[src/rtl/fp16_pkg.sv]
// Shared FP16 constants and the FSM state encoding used by the lib_fp multi-cycle resources.
package fp16_pkg;

   localparam int FP16_EXP_W   = 5;
   localparam int FP16_FRAC_W  = 10;
   localparam int FP16_BIAS    = (2 ** (FP16_EXP_W - 1)) - 1;
   localparam int FP16_EXP_MAX = (2 ** FP16_EXP_W) - 1;

   localparam logic [15:0] FP16_QNAN = 16'h7E00;
   localparam logic [15:0] FP16_INF  = 16'h7C00;

   typedef enum logic [1:0] {
      IDLE = 2'd0,
      DIV  = 2'd1,
      PACK = 2'd2,
      DONE = 2'd3
   } state_t;

endpackage

[src/rtl/fp16_classify.sv]
// Splits an FP16 word into sign/exponent/mantissa and flags zero (subnormals flushed) and infinity (NaN folded in).
module fp16_classify
   import fp16_pkg::*;
(
   input  logic [15:0] i_val,
   output logic        o_sign,
   output logic [4:0]  o_exp,
   output logic [10:0] o_mant,
   output logic        o_is_zero,
   output logic        o_is_inf
);

   assign o_sign    = i_val[15];
   assign o_exp     = i_val[14:10];
   assign o_mant    = {1'b1, i_val[9:0]};
   assign o_is_zero = (i_val[14:10] == 5'd0);
   assign o_is_inf  = (i_val[14:10] == 5'(FP16_EXP_MAX));

endmodule

[src/rtl/fp16_iter_div.sv]
// Iterative FP16 divider: restoring radix-2 mantissa division, fixed 13-cycle latency, valid/ready on both sides.
module fp16_iter_div
   import fp16_pkg::*;
#(
   parameter int EXP_W  = FP16_EXP_W,
   parameter int FRAC_W = FP16_FRAC_W,
   parameter int BIAS   = (2 ** (EXP_W - 1)) - 1
) (
   input  logic                    clk,
   input  logic                    rst,
   input  logic                    arg_valid,
   output logic                    arg_ready,
   input  logic [EXP_W+FRAC_W:0]   arg_0,
   input  logic [EXP_W+FRAC_W:0]   arg_1,
   output logic                    ret_valid,
   input  logic                    ret_ready,
   output logic [EXP_W+FRAC_W:0]   ret_0
);

   logic        w_xs, w_ys, w_xz, w_yz, w_xi, w_yi;
   logic [4:0]  w_xe, w_ye;
   logic [10:0] w_xm, w_ym;

   fp16_classify u_cls_x (
      .i_val(arg_0), .o_sign(w_xs), .o_exp(w_xe), .o_mant(w_xm),
      .o_is_zero(w_xz), .o_is_inf(w_xi)
   );

   fp16_classify u_cls_y (
      .i_val(arg_1), .o_sign(w_ys), .o_exp(w_ye), .o_mant(w_ym),
      .o_is_zero(w_yz), .o_is_inf(w_yi)
   );

   state_t      r_state;
   logic        r_arg_ready, r_ret_valid;
   logic [15:0] r_ret_0;
   logic [3:0]  r_cnt;
   logic [11:0] r_rem, r_quo;
   logic [10:0] r_ym;
   logic [4:0]  r_xe, r_ye;
   logic        r_sign, r_xz, r_yz, r_xi, r_yi;

   logic              w_accept, w_ge;
   logic [11:0]       w_rem_sub;
   logic signed [6:0] w_exp;
   logic [9:0]        w_frac;
   logic [15:0]       w_result;

   assign w_accept  = arg_valid && r_arg_ready && (r_state == IDLE);
   assign w_ge      = (r_rem >= {1'b0, r_ym});
   assign w_rem_sub = w_ge ? (r_rem - {1'b0, r_ym}) : r_rem;

   // A leading quotient bit means mx >= my: take one more fraction bit and one more exponent step.
   assign w_exp  = $signed({2'b00, r_xe}) - $signed({2'b00, r_ye})
                 + (r_quo[11] ? 7'(BIAS) : 7'(BIAS - 1));
   assign w_frac = r_quo[11] ? r_quo[10:1] : r_quo[9:0];

   always_comb begin
      w_result = {r_sign, 15'h0};
      if ((r_xz && r_yz) || (r_xi && r_yi))
         w_result = FP16_QNAN;
      else if (r_yz || r_xi)
         w_result = {r_sign, FP16_INF[14:0]};
      else if (r_xz || r_yi)
         w_result = {r_sign, 15'h0};
      else if (w_exp <= 7'sd0)
         w_result = {r_sign, 15'h0};
      else if (w_exp >= 7'(FP16_EXP_MAX))
         w_result = {r_sign, FP16_INF[14:0]};
      else
         w_result = {r_sign, w_exp[4:0], w_frac};
   end

   always_ff @(posedge clk) begin
      if (!rst) begin
         r_state     <= IDLE;
         r_arg_ready <= 1'b0;
         r_ret_valid <= 1'b0;
         r_ret_0     <= '0;
      end else begin
         case (r_state)
            IDLE: begin
               if (w_accept) begin
                  r_arg_ready <= 1'b0;
                  r_state     <= DIV;
               end else begin
                  r_arg_ready <= 1'b1;
               end
            end
            DIV:  if (r_cnt == 4'd0) r_state <= PACK;
            PACK: begin
               r_ret_0     <= w_result;
               r_ret_valid <= 1'b1;
               r_state     <= DONE;
            end
            DONE: begin
               if (ret_ready) begin
                  r_ret_valid <= 1'b0;
                  r_arg_ready <= 1'b1;
                  r_state     <= IDLE;
               end
            end
            default: r_state <= IDLE;
         endcase
      end
   end

   // NOTE: the datapath has no reset; every register is loaded on accept before the FSM ever reads it.
   always_ff @(posedge clk) begin
      if (w_accept) begin
         r_cnt  <= 4'd11;
         r_rem  <= {1'b0, w_xm};
         r_quo  <= '0;
         r_ym   <= w_ym;
         r_xe   <= w_xe;
         r_ye   <= w_ye;
         r_sign <= w_xs ^ w_ys;
         r_xz   <= w_xz;
         r_yz   <= w_yz;
         r_xi   <= w_xi;
         r_yi   <= w_yi;
      end else if (r_state == DIV) begin
         r_cnt <= r_cnt - 4'd1;
         r_quo <= {r_quo[10:0], w_ge};
         r_rem <= w_rem_sub << 1;
      end
   end

   assign arg_ready = r_arg_ready;
   assign ret_valid = r_ret_valid;
   assign ret_0     = r_ret_0;

endmodule

[config.mk]
export PLATFORM = sky130hd
export DESIGN_NAME = fp16_iter_div
export DESIGN_NICKNAME = d
export VERILOG_FILES = /design/src/rtl/fp16_pkg.sv /design/src/rtl/fp16_classify.sv /design/src/rtl/fp16_iter_div.sv
export SDC_FILE = /design/constraint.sdc
export NUM_CORES = 1
export LEC_CHECK = 0
export ABC_CLOCK_PERIOD_IN_PS = 5900
export BUFFER_PORTS_ARGS = -buffer_cell sky130_fd_sc_hd__buf_2
export CORE_ASPECT_RATIO = 0.7
export CORE_MARGIN = 2
export CORE_UTILIZATION = 62
export DETAILED_ROUTE_END_ITERATION = 12
export GPL_TIMING_DRIVEN = 0
export PLACE_DENSITY = 0.85
export SYNTH_ARGS = -nofsm -noshare
export SYNTH_HDL_FRONTEND = slang
export SYNTH_SLANG_ARGS = --single-unit
[constraint.sdc]
create_clock -name clk -period 5.9 [get_ports clk]
set_clock_uncertainty 0.2 [all_clocks]
set_input_delay 0.59 -clock clk [delete_from_list [all_inputs] [get_ports clk]]
set_output_delay 0.59 -clock clk [all_outputs]
set_load 0.01 [all_outputs]
-- Word-level counts from Yosys, hierarchy flattened
Index checks and enable logic that the tools add are counted.
- $mul: 0
- $lt $le $gt $ge: 3
- reductions and logical operators: 17
- div/mod/pow operators: 0
- bitwise gates (word level): 1
- shift operators: 0
- muxes and demuxes: 19
- eq/ne operators: 8
- add/sub/neg operators: 4
- operator list (cell ; number):
    two-way mux 15 bit ; 4
    two-way mux 10 bit ; 3
    two-way mux 16 bit ; 1
    greater-or-equal comparator 12 x 11 -> 1 bit ; 1
    two-way mux 11 bit ; 1
    subtractor 11 bit ; 1
    == test 5 bit (second input constant) ; 2
    logical NOT 5 bit ; 2
    one-hot mux 2 bit (4 select lines) ; 1
    adder 6 x 5 -> 7 bit ; 1
    greater-or-equal comparator 7 x 6 -> 1 bit (second input constant) ; 1
    less-or-equal comparator 7 x 1 -> 1 bit (second input constant) ; 1
    two-way mux 2 bit ; 3
    != test 2 bit (second input constant) ; 3
    nonzero test 2 bit ; 3
    subtractor 5 x 5 -> 6 bit ; 1
    == test 2 bit (second input constant) ; 2
    logical AND 1 bit ; 4
    logical NOT 4 bit ; 1
    two-way mux 1 bit ; 4
    one-hot mux 1 bit (2 select lines) ; 2
    AND reduction 2 bit ; 2
    subtractor 4 x 1 -> 4 bit (second input constant) ; 1
    logical OR 1 bit ; 3
    other kinds (4) ; 4
- bits in writable memories: 0
- bits of input ports: 36
- ROM bits: 0
- word-level logic and storage cells: 68
- latch bits: 0
- memories: 0
- output and inout port bits: 18
- register bits after elaboration: 73

-- Logic depth before layout (Yosys ltp)
- word-level depth: 8
- gate-level depth with buffers: 12
- mapped depth without buffers: 12

-- Hierarchy
From an unflattened synthesis, not the netlist that was laid out.
- cell total of the unflattened synthesis: 423
- area total of the unflattened synthesis: 4192.8 um^2
- modules (own cells, without submodules) (module ; area an instance (um^2) ; sequential area each (um^2) ; cells each ; times used):
    fp16_iter_div ; 3882.5 ; 1851.8 ; 377 ; 1
    fp16_classify ; 155.1 ; 0.0 ; 23 ; 2

-- Worst setup path after synthesis
No wires, ideal clock.
- path type: flip-flop to flip-flop
- from: register r_xe[0]
- to: register r_ret_0[1], in the netlist ret_0[1]
- arrival: 2501 ps
- setup time: 135 ps
- path buffers: 0
- clock period less this slack: 2836 ps
- cell stages (with the launch flop): 13
- required time: 5565 ps
- setup slack: 3064 ps
- cells stage by stage: edfxtp_1 > inv_1 > ha_1 > inv_1 > fa_1 > inv_1 > ha_1 > nor2b_1 > nand2_1 > nor4_1 > mux2i_1 > a221oi_4 > o41ai_1
- longest elaborated chain between the ends: 8
- elaborated cells on any way between the ends: 9
- classes of those cells: 2 x add/sub; 2 x order compare; 5 x mux
- ends and longest elaborated chain (what ; line ; RTL):
    start: declaration ; fp16_iter_div.sv:40 ; logic [4:0] r_xe, r_ye;
    start signal: assignment ; fp16_iter_div.sv:115 ; r_xe <= w_xe;
    subtractor 5 x 5 -> 6 bit * ; fp16_iter_div.sv:54 ; assign w_exp = $signed({2'b00, r_xe}) - $signed({2'b00, r_ye})
    adder 6 x 5 -> 7 bit * ; fp16_iter_div.sv:55 ; + (r_quo[11] ? 7'(BIAS) : 7'(BIAS - 1));
    greater-or-equal comparator 7 x 6 -> 1 bit ; fp16_iter_div.sv:68 ; else if (w_exp >= 7'(FP16_EXP_MAX))
    two-way mux 15 bit ; fp16_iter_div.sv:68 ;
    two-way mux 15 bit * ; fp16_iter_div.sv:66 ; else if (w_exp <= 7'sd0)
    two-way mux 15 bit * ; fp16_iter_div.sv:64 ; else if (r_xz || r_yi)
    two-way mux 15 bit * ; fp16_iter_div.sv:62 ; else if (r_yz || r_xi)
    two-way mux 16 bit * ; fp16_iter_div.sv:60 ; if ((r_xz && r_yz) || (r_xi && r_yi))
    end signal: assignment ; fp16_iter_div.sv:92 ; r_ret_0 <= w_result;
    end: declaration ; fp16_iter_div.sv:36 ; logic [15:0] r_ret_0;
Mark *: on every way between the ends. The rest lies on a longest branch, timed or not.
A chain may end at the register's enable or synchronous reset.

-- Worst setup path after layout
Ends and elaborated chain as after synthesis.

==> results.toml <==
[grt]
antenna_found_initial = 0
grtUsageTotal_pct = 27.5
grt-ovfl-total = 0
first_global_vias = 3275
grt_max_degree = 35
grt_first_pass_wirelength_um = 15400

[power]
max-vdd-ir-drop_mv = 0.259
pwr-share-comb_pct = 49.9
pwr-share-clk_pct = 16.1
p_sw_uw = 984
power_density_mw_per_mm2 = 506
p_int_mw = 1.35
seqPwrFrac_pct = 34.0
p_sw_share_pct = 42.2
p_leak_nw = 1.91

[drt]
totalWireLength_um = 9130
wl_per_cell_um = 16.1
vias_per_cell = 6.08
first_pass_iters = 7
drtIter0Drc = 313
drc = 0
final_antenna_net_count = 0
via_count = 3439

[placed_design]
place_congestion = 0.905
dp_cells = 550
portBuffers = 53
dp_hpwl_um = 6620

[timing]
drv_slew = 0
finalCritPeriodShare_pct = 57.8
hold_ws_ns = 0.204
worst_slew_pin_slew_ns = 0.784
rsz0062_at_grt = "no"
setup_viol = 0
hold_viol = 0
period_needed_ns = 3.41
setup_tns_ns = 0
slew_headroom_pct = 47.7
max_freq_mhz = 293

[floorplan]
rows = 24
io_pins = 54
die_x_um = 101
core-area_mm2 = 0.00628
chipHeight_um = 71.7
initial_utilization_pct = 64.6
fp.dieArea_mm2 = 0.00721

[synth]
postSynth.asyncResetShare_pct = 0
synth_nets = 479
yosys_warnings = 0
synth.distinct_cells = 58
synth_edf_count = 35
yosys_most_used_dff = "dfxtp_1"
postSynthAreaPerCell_um2 = 9.68
ys_seq_area_share_pct = 44.7
synth_area_mm2 = 0.00405
synthTopCellsByArea = "edfxtp_1 (26%), dfxtp_1 (19%), ha_1 (6.8%)"
synth-seq-cells = 73
yosysTopAreaCell = "edfxtp_1"
syn_inst = 419
synth_top_cell_area_share_pct = 25.9

[cts]
clock-root-buffer = "clkbuf_8"
clk_pin_slew_worst_paths_ns = 0.08
cts_tree = "built"
cts_setup_buffers = 0
cts_hold_buf = 0
htreeDepth = 3
clockBufferDepth = 2
clock_latency_ns = 0.36
cts_sinks = 73
cts_resized = 0
numCtsBuffers = 9

[critical_path]
cp_max_fo = 10
startpoint_type = "flop"
endpoint_kind = "flop"
worstPathArrival_ns = 3.43
critical_path_required_ns = 5.92
path_class = "flop to flop"

[job]
drv_cap = 0

[cells_and_area]
nets = 543
regArea_mm2 = 0.00181
fillers = 500
final_cells = 566
drive_above_1_share_pct = 18.9
diodes = 0
area_growth_pct = 13.6
multi_input_area_mm2 = 0.00208

[worst_hold_path]
min_path_type = "input pin to flop"

[outcome]
status = "finished clean"
[path summary, 6_finish.rpt]
| kind | from | to | slack, ns | cells past startpoint |
|---|---|---|---|---|
| worst max-delay path | r_xe[0] | ret_0[1] | 2.49 | 12 |
| worst min-delay path | arg_1[9] | r_ym[9] | 0.20 | 1 |
| worst max register to register | r_xe[0] | ret_0[1] | 2.49 | 12 |
| worst min register to register | ret_0[5] | ret_0[5] | 0.26 | 2 |
[metal layers]
| metal | vias to the layer above | share of wire, % | track usage [%] |
|---|---|---|---|
| met5 | - | 0 | 0 |
| met4 | 0 | 1.1 | 8.98 |
| met3 | 12 | 6.7 | 8.00 |
| met2 | 136 | 46 | 42.7 |
| met1 | 1643 | 46 | 37.3 |
| li1 | 1648 | - | - |
[layout make-up]
type	instances	area share (%)
multi-input cells	302	45.1
flip-flops and latches	73	39.3
repair buffers	53	5.76
clock buffers	11	3.31
inverters	30	2.44
well taps	78	2.12
plain buffers	14	1.20
clock inverters	5	0.761
[sequential cells by signal, indices dropped and copies added (netlist names)]
name	count
r_cnt	4
arg_ready	1
ret_0	16
r_rem	12
r_yz	1
r_yi	1
r_sign	1
r_ym	10
r_state	2
r_xe	5
r_xi	1
r_quo	12
r_xz	1
ret_valid	1
r_ye	5
[cells in the mapped netlist, drive strengths merged, types with 7 or more instances]
| cell type | n |
|---|---|
| a21oi | 19 |
| a31oi | 8 |
| clkbuf | 9 |
| dfxtp | 38 |
| edfxtp | 35 |
| ha | 22 |
| inv | 30 |
| mux2 | 7 |
| mux2i | 18 |
| nand2 | 38 |
| nand2b | 7 |
| nand3 | 14 |
| nor2 | 51 |
| nor2b | 9 |
| o21ai | 23 |
| o31ai | 8 |
| xnor2 | 9 |
[stage by stage]
step / worst slack, ns / power [mW] / util (%) / instance area [um2]
6_report: 2.49 / 2.33 / 73.4 / 4610
5_1_grt: 2.21 / 2.51 / 73.4 / 4610
4_1_cts: 2.50 / 2.31 / 73.4 / 4610
3_5_place_dp: 2.54 / 1.94 / 70.4 / 4420
3_3_place_gp: 2.72 / 1.88 / 70.4 / 4420
2_1_floorplan: 3.06 / 1.66 / - / 4050
[kinds of logic (layout without fill, tap and decap cells)]
logic type | count (synthesis) | count (layout) | synth area share (%)
compound gates | 95 | 95 | 16.5
xor+xnor | 13 | 13 | 3.27
fa+ha+maj | 24 | 24 | 7.78
buf+inv | 44 | 113 | 4.10
flops | 73 | 73 | 44.7
mux | 25 | 25 | 6.39
simple gates | 145 | 145 | 17.3
[cells in the final DEF (no fill, tap or decap), drive strengths merged, types with 4 or more instances in the layout]
cell,synthesis,layout
mux2,7,7
a21oi,19,19
nor2,51,51
buf,5,58
ha,22,22
clkbuf,9,20
xor2,4,4
nand2b,7,7
dfxtp,38,38
o21ai,23,23
edfxtp,35,35
nor2b,9,9
nand4,5,5
xnor2,9,9
nand3,14,14
o41ai,4,4
inv,30,33
mux2i,18,18
a211oi,6,6
o31ai,8,8
or4,5,5
a31oi,8,8
nand2,38,38
a311oi,4,4
[worst max-delay path, cell delays in order (launching register included)]
cell	delay, ns
edfxtp_1	0.38
inv_1	0.08
ha_1	0.16
inv_1	0.06
fa_1	0.56
inv_1	0.06
ha_1	0.34
nor2b_1	0.22
nand2_1	0.09
nor4_1	0.24
mux2i_1	0.20
a221oi_4	0.53
o41ai_1	0.17
[power by group through the flow]
stage,registers (mW),clock network [mW],logic (mW)
after floorplan,0.786,0,0.871
after global placement,0.792,0,1.09
after detailed placement,0.799,0,1.14
after CTS,0.790,0.379,1.15
after global routing,0.807,0.405,1.30
final,0.792,0.375,1.16
No activity file was read; power rests on OpenSTA's default activity.
